==> config.mk <==
export PLATFORM = sky130hd
export DESIGN_NAME = axi_burst_write_master
export DESIGN_NICKNAME = d
export VERILOG_FILES = /design/src/rtl/axi_master_pkg.sv /design/src/rtl/axi_burst_write_master.sv
export SDC_FILE = /design/constraint.sdc
export NUM_CORES = 1
export LEC_CHECK = 0
export ABC_AREA = 1
export CELL_PAD_IN_SITES_DETAIL_PLACEMENT = 0
export CELL_PAD_IN_SITES_GLOBAL_PLACEMENT = 1
export CORE_UTILIZATION = 26
export CTS_CLUSTER_DIAMETER = 30
export DETAILED_ROUTE_END_ITERATION = 6
export PLACE_DENSITY = 0.94
export SLEW_MARGIN = 10
export SYNTH_ARGS = -nofsm -noshare
export SYNTH_HDL_FRONTEND = slang
export SYNTH_SLANG_ARGS = --single-unit
==> constraint.sdc <==
create_clock -name axi_aclk -period 3.77 [get_ports axi_aclk]
set_clock_uncertainty 0.05 [all_clocks]
set_input_delay 0.5655 -clock axi_aclk [delete_from_list [all_inputs] [get_ports axi_aclk]]
set_output_delay 0.5655 -clock axi_aclk [all_outputs]
set_load 0.01 [all_outputs]
==> src/rtl/axi_master_pkg.sv <==
// Shared types and constants for the AXI4 burst write master.
// Holds the FSM state encoding, AXI burst/response encodings and a
// constant log2 helper used for awsize and address alignment.
package axi_master_pkg;

    typedef enum logic [1:0] {
        IDLE = 2'd0,
        ADDR = 2'd1,
        DATA = 2'd2,
        RESP = 2'd3
    } state_e;

    localparam logic [1:0] AXI_BURST_INCR = 2'b01;
    localparam logic [1:0] AXI_RESP_OKAY  = 2'b00;

    localparam int unsigned BOUNDARY_4K = 4096;

    // Ceiling log2 for elaboration-time constants (v >= 1).
    function automatic int unsigned log2_f(input int unsigned v);
        int unsigned r;
        r = 0;
        for (int unsigned i = 0; i < 32; i++) begin
            if ((32'd1 << i) < v) begin
                r = i + 1;
            end
        end
        return r;
    endfunction

endpackage

==> src/rtl/axi_burst_write_master.sv <==
// AXI4 single-burst INCR write initiator.
// Accepts one command (start address, awlen-encoded beat count), issues AW,
// streams payload beats from a valid/ready source straight onto W, collects B
// and reports done/error. Bursts crossing a 4 KB boundary are rejected
// without any bus activity.
//
// Ports:
//   axi_aclk, axi_areset         clock, async active-high reset
//   cmd_valid/cmd_ready          command handshake; cmd_addr, cmd_len payload
//   s_valid/s_ready/s_data       payload source
//   busy, done, error            status (done = 1-cycle pulse, error sticky)
//   axi_aw*, axi_w*, axi_b*      AXI4 write channels
//   err_count                    only with AXI_WR_BID_CHECK_EN
//
// Build option: define AXI_WR_BID_CHECK_EN to flag bid != AXI_ID as an error
// and to add the saturating err_count output.
module axi_burst_write_master
    import axi_master_pkg::*;
#(
    parameter int unsigned AXI_AWIDTH  = 64,
    parameter int unsigned AXI_DWIDTH  = 64,
    parameter int unsigned AXI_IDWIDTH = 4,
    parameter int unsigned AXI_ID      = 0
) (
    input  logic                      axi_aclk,
    input  logic                      axi_areset,

    input  logic                      cmd_valid,
    output logic                      cmd_ready,
    input  logic [AXI_AWIDTH-1:0]     cmd_addr,
    input  logic [7:0]                cmd_len,

    input  logic                      s_valid,
    output logic                      s_ready,
    input  logic [AXI_DWIDTH-1:0]     s_data,

    output logic                      busy,
    output logic                      done,
    output logic                      error,

    output logic                      axi_awvalid,
    input  logic                      axi_awready,
    output logic [AXI_AWIDTH-1:0]     axi_awaddr,
    output logic [7:0]                axi_awlen,
    output logic [AXI_IDWIDTH-1:0]    axi_awid,
    output logic [2:0]                axi_awsize,
    output logic [1:0]                axi_awburst,

    output logic                      axi_wvalid,
    input  logic                      axi_wready,
    output logic                      axi_wlast,
    output logic [AXI_DWIDTH-1:0]     axi_wdata,
    output logic [AXI_DWIDTH/8-1:0]   axi_wstrb,

    input  logic                      axi_bvalid,
    output logic                      axi_bready,
    input  logic [AXI_IDWIDTH-1:0]    axi_bid,
    input  logic [1:0]                axi_bresp
`ifdef AXI_WR_BID_CHECK_EN
    ,
    output logic [15:0]               err_count
`endif
);

    localparam int unsigned BPB       = AXI_DWIDTH / 8;
    localparam int unsigned SIZE_LOG2 = log2_f(BPB);
    // Wide enough for 4095 + 256 beats * 64 bytes.
    localparam int unsigned SPAN_W    = 16;
    localparam logic [AXI_AWIDTH-1:0] ADDR_MASK = ~AXI_AWIDTH'(BPB - 1);

    state_e                  state_q, state_d;
    logic [AXI_AWIDTH-1:0]   addr_q, addr_d;
    logic [7:0]              len_q, len_d;
    logic [7:0]              cnt_q, cnt_d;
    logic                    done_q, done_d;
    logic                    error_q, error_d;

    logic [AXI_AWIDTH-1:0]   cmd_addr_aligned_c;
    logic [SPAN_W-1:0]       span_end_c;
    logic                    cross_4k_c;
    logic                    bad_resp_c;

    // Burst end offset within its 4 KB page, from the aligned start address.
    assign cmd_addr_aligned_c = cmd_addr & ADDR_MASK;
    assign span_end_c = SPAN_W'(cmd_addr_aligned_c[11:0])
                      + ((SPAN_W'(cmd_len) + SPAN_W'(1)) << SIZE_LOG2);
    assign cross_4k_c = span_end_c > SPAN_W'(BOUNDARY_4K);

`ifdef AXI_WR_BID_CHECK_EN
    assign bad_resp_c = (axi_bresp != AXI_RESP_OKAY)
                     || (axi_bid != AXI_IDWIDTH'(AXI_ID));
`else
    // Response ID is deliberately not checked in this build.
    logic unused_bid_c;
    assign unused_bid_c = ^axi_bid;
    assign bad_resp_c   = (axi_bresp != AXI_RESP_OKAY);
`endif

    // State register.
    always_ff @(posedge axi_aclk or posedge axi_areset) begin
        if (axi_areset) begin
            state_q <= IDLE;
        end else begin
            state_q <= state_d;
        end
    end

    // Latched command, beat counter and status flops.
    always_ff @(posedge axi_aclk or posedge axi_areset) begin
        if (axi_areset) begin
            addr_q  <= '0;
            len_q   <= '0;
            cnt_q   <= '0;
            done_q  <= 1'b0;
            error_q <= 1'b0;
        end else begin
            addr_q  <= addr_d;
            len_q   <= len_d;
            cnt_q   <= cnt_d;
            done_q  <= done_d;
            error_q <= error_d;
        end
    end

    // Next-state and datapath update.
    always_comb begin
        state_d = state_q;
        addr_d  = addr_q;
        len_d   = len_q;
        cnt_d   = cnt_q;
        done_d  = 1'b0;
        error_d = error_q;
        unique case (state_q)
            IDLE: begin
                if (cmd_valid) begin
                    addr_d  = cmd_addr_aligned_c;
                    len_d   = cmd_len;
                    cnt_d   = cmd_len;
                    error_d = 1'b0;
                    if (cross_4k_c) begin
                        // Rejected: report immediately, never touch the bus.
                        error_d = 1'b1;
                        done_d  = 1'b1;
                    end else begin
                        state_d = ADDR;
                    end
                end
            end
            ADDR: begin
                if (axi_awready) begin
                    state_d = DATA;
                end
            end
            DATA: begin
                if (s_valid && axi_wready) begin
                    if (cnt_q == 8'd0) begin
                        state_d = RESP;
                    end else begin
                        cnt_d = cnt_q - 8'd1;
                    end
                end
            end
            RESP: begin
                if (axi_bvalid) begin
                    state_d = IDLE;
                    done_d  = 1'b1;
                    if (bad_resp_c) begin
                        error_d = 1'b1;
                    end
                end
            end
            default: begin
                state_d = IDLE;
            end
        endcase
    end

    // State-decoded handshakes; W is a zero-latency pass-through of the source.
    always_comb begin
        cmd_ready   = 1'b0;
        busy        = 1'b0;
        axi_awvalid = 1'b0;
        axi_wvalid  = 1'b0;
        s_ready     = 1'b0;
        axi_wlast   = 1'b0;
        axi_bready  = 1'b0;
        unique case (state_q)
            IDLE: cmd_ready = ~axi_areset;
            ADDR: begin
                busy        = 1'b1;
                axi_awvalid = 1'b1;
            end
            DATA: begin
                busy       = 1'b1;
                axi_wvalid = s_valid;
                s_ready    = axi_wready;
                axi_wlast  = (cnt_q == 8'd0);
            end
            RESP: begin
                busy       = 1'b1;
                axi_bready = 1'b1;
            end
            default: begin
                busy = 1'b0;
            end
        endcase
    end

    assign axi_awaddr  = addr_q;
    assign axi_awlen   = len_q;
    assign axi_awid    = AXI_IDWIDTH'(AXI_ID);
    assign axi_awsize  = 3'(SIZE_LOG2);
    assign axi_awburst = AXI_BURST_INCR;
    assign axi_wdata   = s_data;
    assign axi_wstrb   = '1;
    assign done        = done_q;
    assign error       = error_q;

`ifdef AXI_WR_BID_CHECK_EN
    logic [15:0] err_count_q, err_count_d;

    // One increment per burst that finishes with error set; saturates.
    always_comb begin
        err_count_d = err_count_q;
        if (done_d && error_d && (err_count_q != 16'hFFFF)) begin
            err_count_d = err_count_q + 16'd1;
        end
    end

    always_ff @(posedge axi_aclk or posedge axi_areset) begin
        if (axi_areset) begin
            err_count_q <= '0;
        end else begin
            err_count_q <= err_count_d;
        end
    end

    assign err_count = err_count_q;
`endif

endmodule

# After elaboration in Yosys (flattened, before gate mapping)
# Cells that the tools add are included.
# Widths: inputs -> output; s select.
[op_classes] n_bitwise=1 n_reduce_logical=11 order_cmp=1 n_eq_ne=11 addsub=3 n_mux=26
[op_table] cell="$mux 8" n=3
[op_table] cell="$ne 2x2->1 const B" n=8
[op_table] cell="$pmux 8 s2" n=1
[op_table] cell="$add 12x12->13" n=1
[op_table] cell="$gt 13x13->1 const B" n=1
[op_table] cell="$mux 1" n=13
[op_table] cell="$mux 2" n=6
[op_table] cell="$add 8x1->9 const B" n=1
[op_table] cell="$logic_not 8->1" n=1
[op_table] cell="$pmux 2 s4" n=1
[op_table] cell="$reduce_and 4->1" n=2
[op_table] cell="$sub 8x1->8 const B" n=1
[op_table] cell="$reduce_and 6->1" n=1
[op_table] cell="$reduce_bool 2->1" n=3
[op_table] cell="$eq 2x2->1 const B" n=2
[op_table] cell="$pmux 1 s2" n=2
[op_table] cell="$reduce_or 3->1" n=1
[op_table] cell="$eq 2x1->1 const B" n=1
[op_table] cell="$logic_not 2->1" n=1
[op_table] cell="$reduce_and 2->1" n=1
[op_table] cell="$logic_and 1x1->1" n=1
[op_table] cell="$not 1->1" n=1
[totals] out_inout_bits=162 reg_bits=81

# Longest topological paths before layout
[depth] word_depth=6 depth_mapped=18 mapped_depth_nobuf=18

# Worst setup path after synthesis
# OpenSTA, ideal clock, no wires.
[synth_path] path_type="in2reg" start="input cmd_len[0]" end="register state_q[0]" t_arrival_ns=2.481 setup_ns=0.117 stages=18 setup_slack_ns=1.123 required_ns=3.603 n_path_buf=0 cell_sequence="ha_1 -> nand3_1 -> nor3_1 -> xor2_1 -> inv_1 -> ha_1 -> nand2_1 -> inv_1 -> a21oi_1 -> nand2_1 -> nand2_1 -> nand2_1 -> nor2_1 -> nand3_1 -> nand3_1 -> nand2_1 -> nand2_1 -> nand2_1"
[synth_between] elab_chain_len=5
[synth_rtl] element="start: declaration" line="axi_burst_write_master.sv:31" source="input logic [7:0] cmd_len,"
[synth_rtl] element="$add 8x1->9" line="axi_burst_write_master.sv:86" source="+ ((SPAN_W'(cmd_len) + SPAN_W'(1)) << SIZE_LOG2);"
[synth_rtl] element="$add 12x12->13" line="axi_burst_write_master.sv:86"
[synth_rtl] element="$gt 13x13->1" line="axi_burst_write_master.sv:87" source="assign cross_4k_c = span_end_c > SPAN_W'(BOUNDARY_4K);"
[synth_rtl] element="$ne 2x2->1 (no line)"
[synth_rtl] element="$reduce_and 6->1 (no line)"
[synth_rtl] element="end signal: assignment" line="axi_burst_write_master.sv:104" source="state_q <= state_d;"
[synth_rtl] element="end: declaration" line="axi_burst_write_master.sv:71" source="state_e state_q, state_d;"
# Every way passes these cells.
# A chain may end at the register's enable or synchronous reset.

# Worst setup path in the final report
[layout_path] start="input cmd_len[1]" end="register state_q[0]"
# The elaborated chain is that of the path after synthesis.

==> impl_metrics.json <==
{
  "p_leak_nw": 3.133,
  "drc": 0,
  "start_util_pct": 26.90,
  "core_area_um2": 17480,
  "synth_flop_cell": "dfrtp_1",
  "nNetsFinal": 861,
  "critPathRequiredTime_ns": 3.94,
  "start_kind": "input port",
  "cp-end-kind": "flop",
  "fin_crit_ns": 3.144,
  "power_mw": 4.689,
  "h-tree-depth": 3,
  "rsz0062_at_grt": "false",
  "critPathMaxFanout": 5,
  "clock_latency_ns": 0.33,
  "cts_resized": 0,
  "postCtsHoldBufs": 0,
  "tightest_slew_ns": 1.008,
  "synth_top_area_cell": "dfrtp_1",
  "drive_gt1_share_pct": 6.009,
  "cap_violations": 0,
  "synth_seq_cells": 81,
  "setup_viol_count_final": 0,
  "relSlewSlack_pct": 32.74,
  "slew_viol_final": 0,
  "clockRootBuffer": "clkbuf_16",
  "yosys.area.top_type_share_pct": 43.12,
  "synth-seq-area-share_pct": 43.12,
  "synth_edf_count": 0,
  "diodes": 0,
  "synth_area_um2": 4701,
  "ys_top_cells_by_area": "dfrtp_1 43%, nand2_1 20%, buf_4 13%, ha_1 4.5%, inv_1 4.0%",
  "dpl.hpwl_um": 8712,
  "synth.avg_cell_area_um2": 7.757,
  "stdcell_count": 924,
  "globalplace.congestion": 0.8458,
  "cts.sinks": 81,
  "peakVddDrop_v": 0.0003564,
  "antenna_found_initial": 0,
  "cts.path.max_buffers": 2,
  "worst_ep_arrival_time_ns": 3.32,
  "synth_most_common_cell": "nand2_1",
  "fmax_mhz": 318.1,
  "synthArstFlopShare_pct": 100.0,
  "viasPerCell": 4.142,
  "portBuffers": 155,
  "fin_crit_sh_pct": 83.39,
  "dieArea_um2": 18620,
  "row_count": 48,
  "first_iter_violations": 129,
  "wl_per_cell_um": 12.60,
  "grt_pass1_vias": 3790,
  "grt-ovfl-total": 0,
  "ios": 311,
  "fin_hold_ws_ns": 0.4244,
  "syn_inst": 606,
  "antenna_left": 0,
  "drt_wl_total_um": 11640,
  "synth_common_cells": "249 x nand2_1, 84 x buf_4, 81 x dfrtp_1, 50 x inv_1, 19 x nand3_1",
  "die_w_um": 136.5,
  "cts_setup_buffers": 0,
  "fp.dieH_um": 136.5,
  "grt_pass1_wl_um": 18610,
  "placed_cells": 908,
  "cts_tree": "built",
  "fin_setup_tns_ns": 0,
  "via_count": 3827,
  "cts_buffers": 9,
  "hold_path_class": "flop to flop",
  "finalHoldViolations": 0,
  "first_pass_iters": 4,
  "grt_usage_pct": 12.99,
  "clkSlewWorstSetupHoldPaths_ns": 0.06,
  "grt_max_degree": 78,
  "ys_types": 33,
  "yosys_warnings": 0,
  "criticalPathCategory": "input port to flop",
  "syn_to_final_growth_pct": 33.19,
  "powerDensity_nw_per_um2": 749.0,
  "status": "completed"
}
==> critical path, stage by stage <==
cell and delay (ns):
clkdlybuf4s50_1 0.51, ha_1 0.19, nand3_1 0.14, nor3_1 0.26, xor2_1 0.18, inv_1 0.05
ha_1 0.33, nand2_1 0.10, inv_1 0.04, a21oi_1 0.17, nand2_1 0.09, nand2_1 0.06
nand2_1 0.04, nor2_1 0.09, nand3_1 0.15, nand3_1 0.14, nand2_1 0.08, nand2_1 0.07
nand2_1 0.05
==> sequential cells by signal (all words and copies together), names as in the netlist <==
signal      flops
state_q         2
done            1
axi_awlen       8
cnt_q           8
error           1
axi_awaddr     61
==> per-layer routing <==
layer | vias up | wire (µm) | GRT usage [%]
met3 | 16 | 888 | 3.654
met2 | 149 | 5550 | 22.08
met1 | 1729 | 5033 | 15.29
met5 | - | 0 | 0
met4 | 0 | 165 | 5.309
li1 | 1933 | - | -
==> metrics by stage <==
stage	util (%)	cell area, µm²	worst slack [ns]
floorplan	-	4768	1.074
global placement	33.94	5932	0.2529
detailed placement	33.94	5932	0.2073
CTS	35.82	6261	0.5736
global route	35.82	6261	0.1046
finish	35.82	6261	0.6262
==> kinds of logic after synthesis <==
logic type	synth area share, %
simple gates	25.47
other cells	0.1598
compound gates	5.563
xor+xnor	1.304
fa+ha+maj	4.951
flops	43.12
buf+inv	19.43
==> final timing paths <==
path / to / depth (start not counted) / from / slack [ns]
min reg2reg: axi_awaddr[52] / 2 / axi_awaddr[52] / 0.42
min: axi_awaddr[52] / 2 / axi_awaddr[52] / 0.42
max in group asynchronous: axi_awaddr[50] / 3 / axi_areset / 2.12
min in group asynchronous: axi_awlen[6] / 2 / axi_areset / 0.75
max: state_q[0] / 19 / cmd_len[1] / 0.63
max reg2reg: cnt_q[5] / 13 / state_q[0] / 1.64
==> report_power, final <==
group | internal, mW | switching, mW
registers | 1.28 | 0.233
clock network | 0.600 | 0.359
logic | 1.09 | 1.13
total | 2.97 | 1.72
==> layout make-up <==
cell class | instances | area [µm²]
fill | 1826 | 11220
sequential | 81 | 2027
multi-input combinational | 388 | 1831
timing repair buffer | 160 | 1589
tap | 225 | 281.5
clock buffer | 10 | 239.0
inverter | 54 | 203.9
clock inverter | 6 | 90.09
==> placed cells by master (no fill, tap or decap), types with 2 or more instances in the layout <==
cell,netlist,routed
nand2_1,249,248
clkdlybuf4s50_1,0,155
dfrtp_1,81,81
inv_1,50,49
conb_1,2,20
nand3_1,19,19
o21ai_0,18,18
nor2_1,17,17
ha_1,17,17
a21oi_1,11,11
clkbuf_16,0,9
xor2_1,7,7
nor3_1,6,6
o21ai_2,5,5
buf_4,84,5
inv_2,4,4
nand2_2,1,2
nor2_2,2,2
nand3_2,2,2
o21ai_1,2,2
clkinv_2,0,2
bufinv_16,0,2
Power figures use the tool's default switching activity.
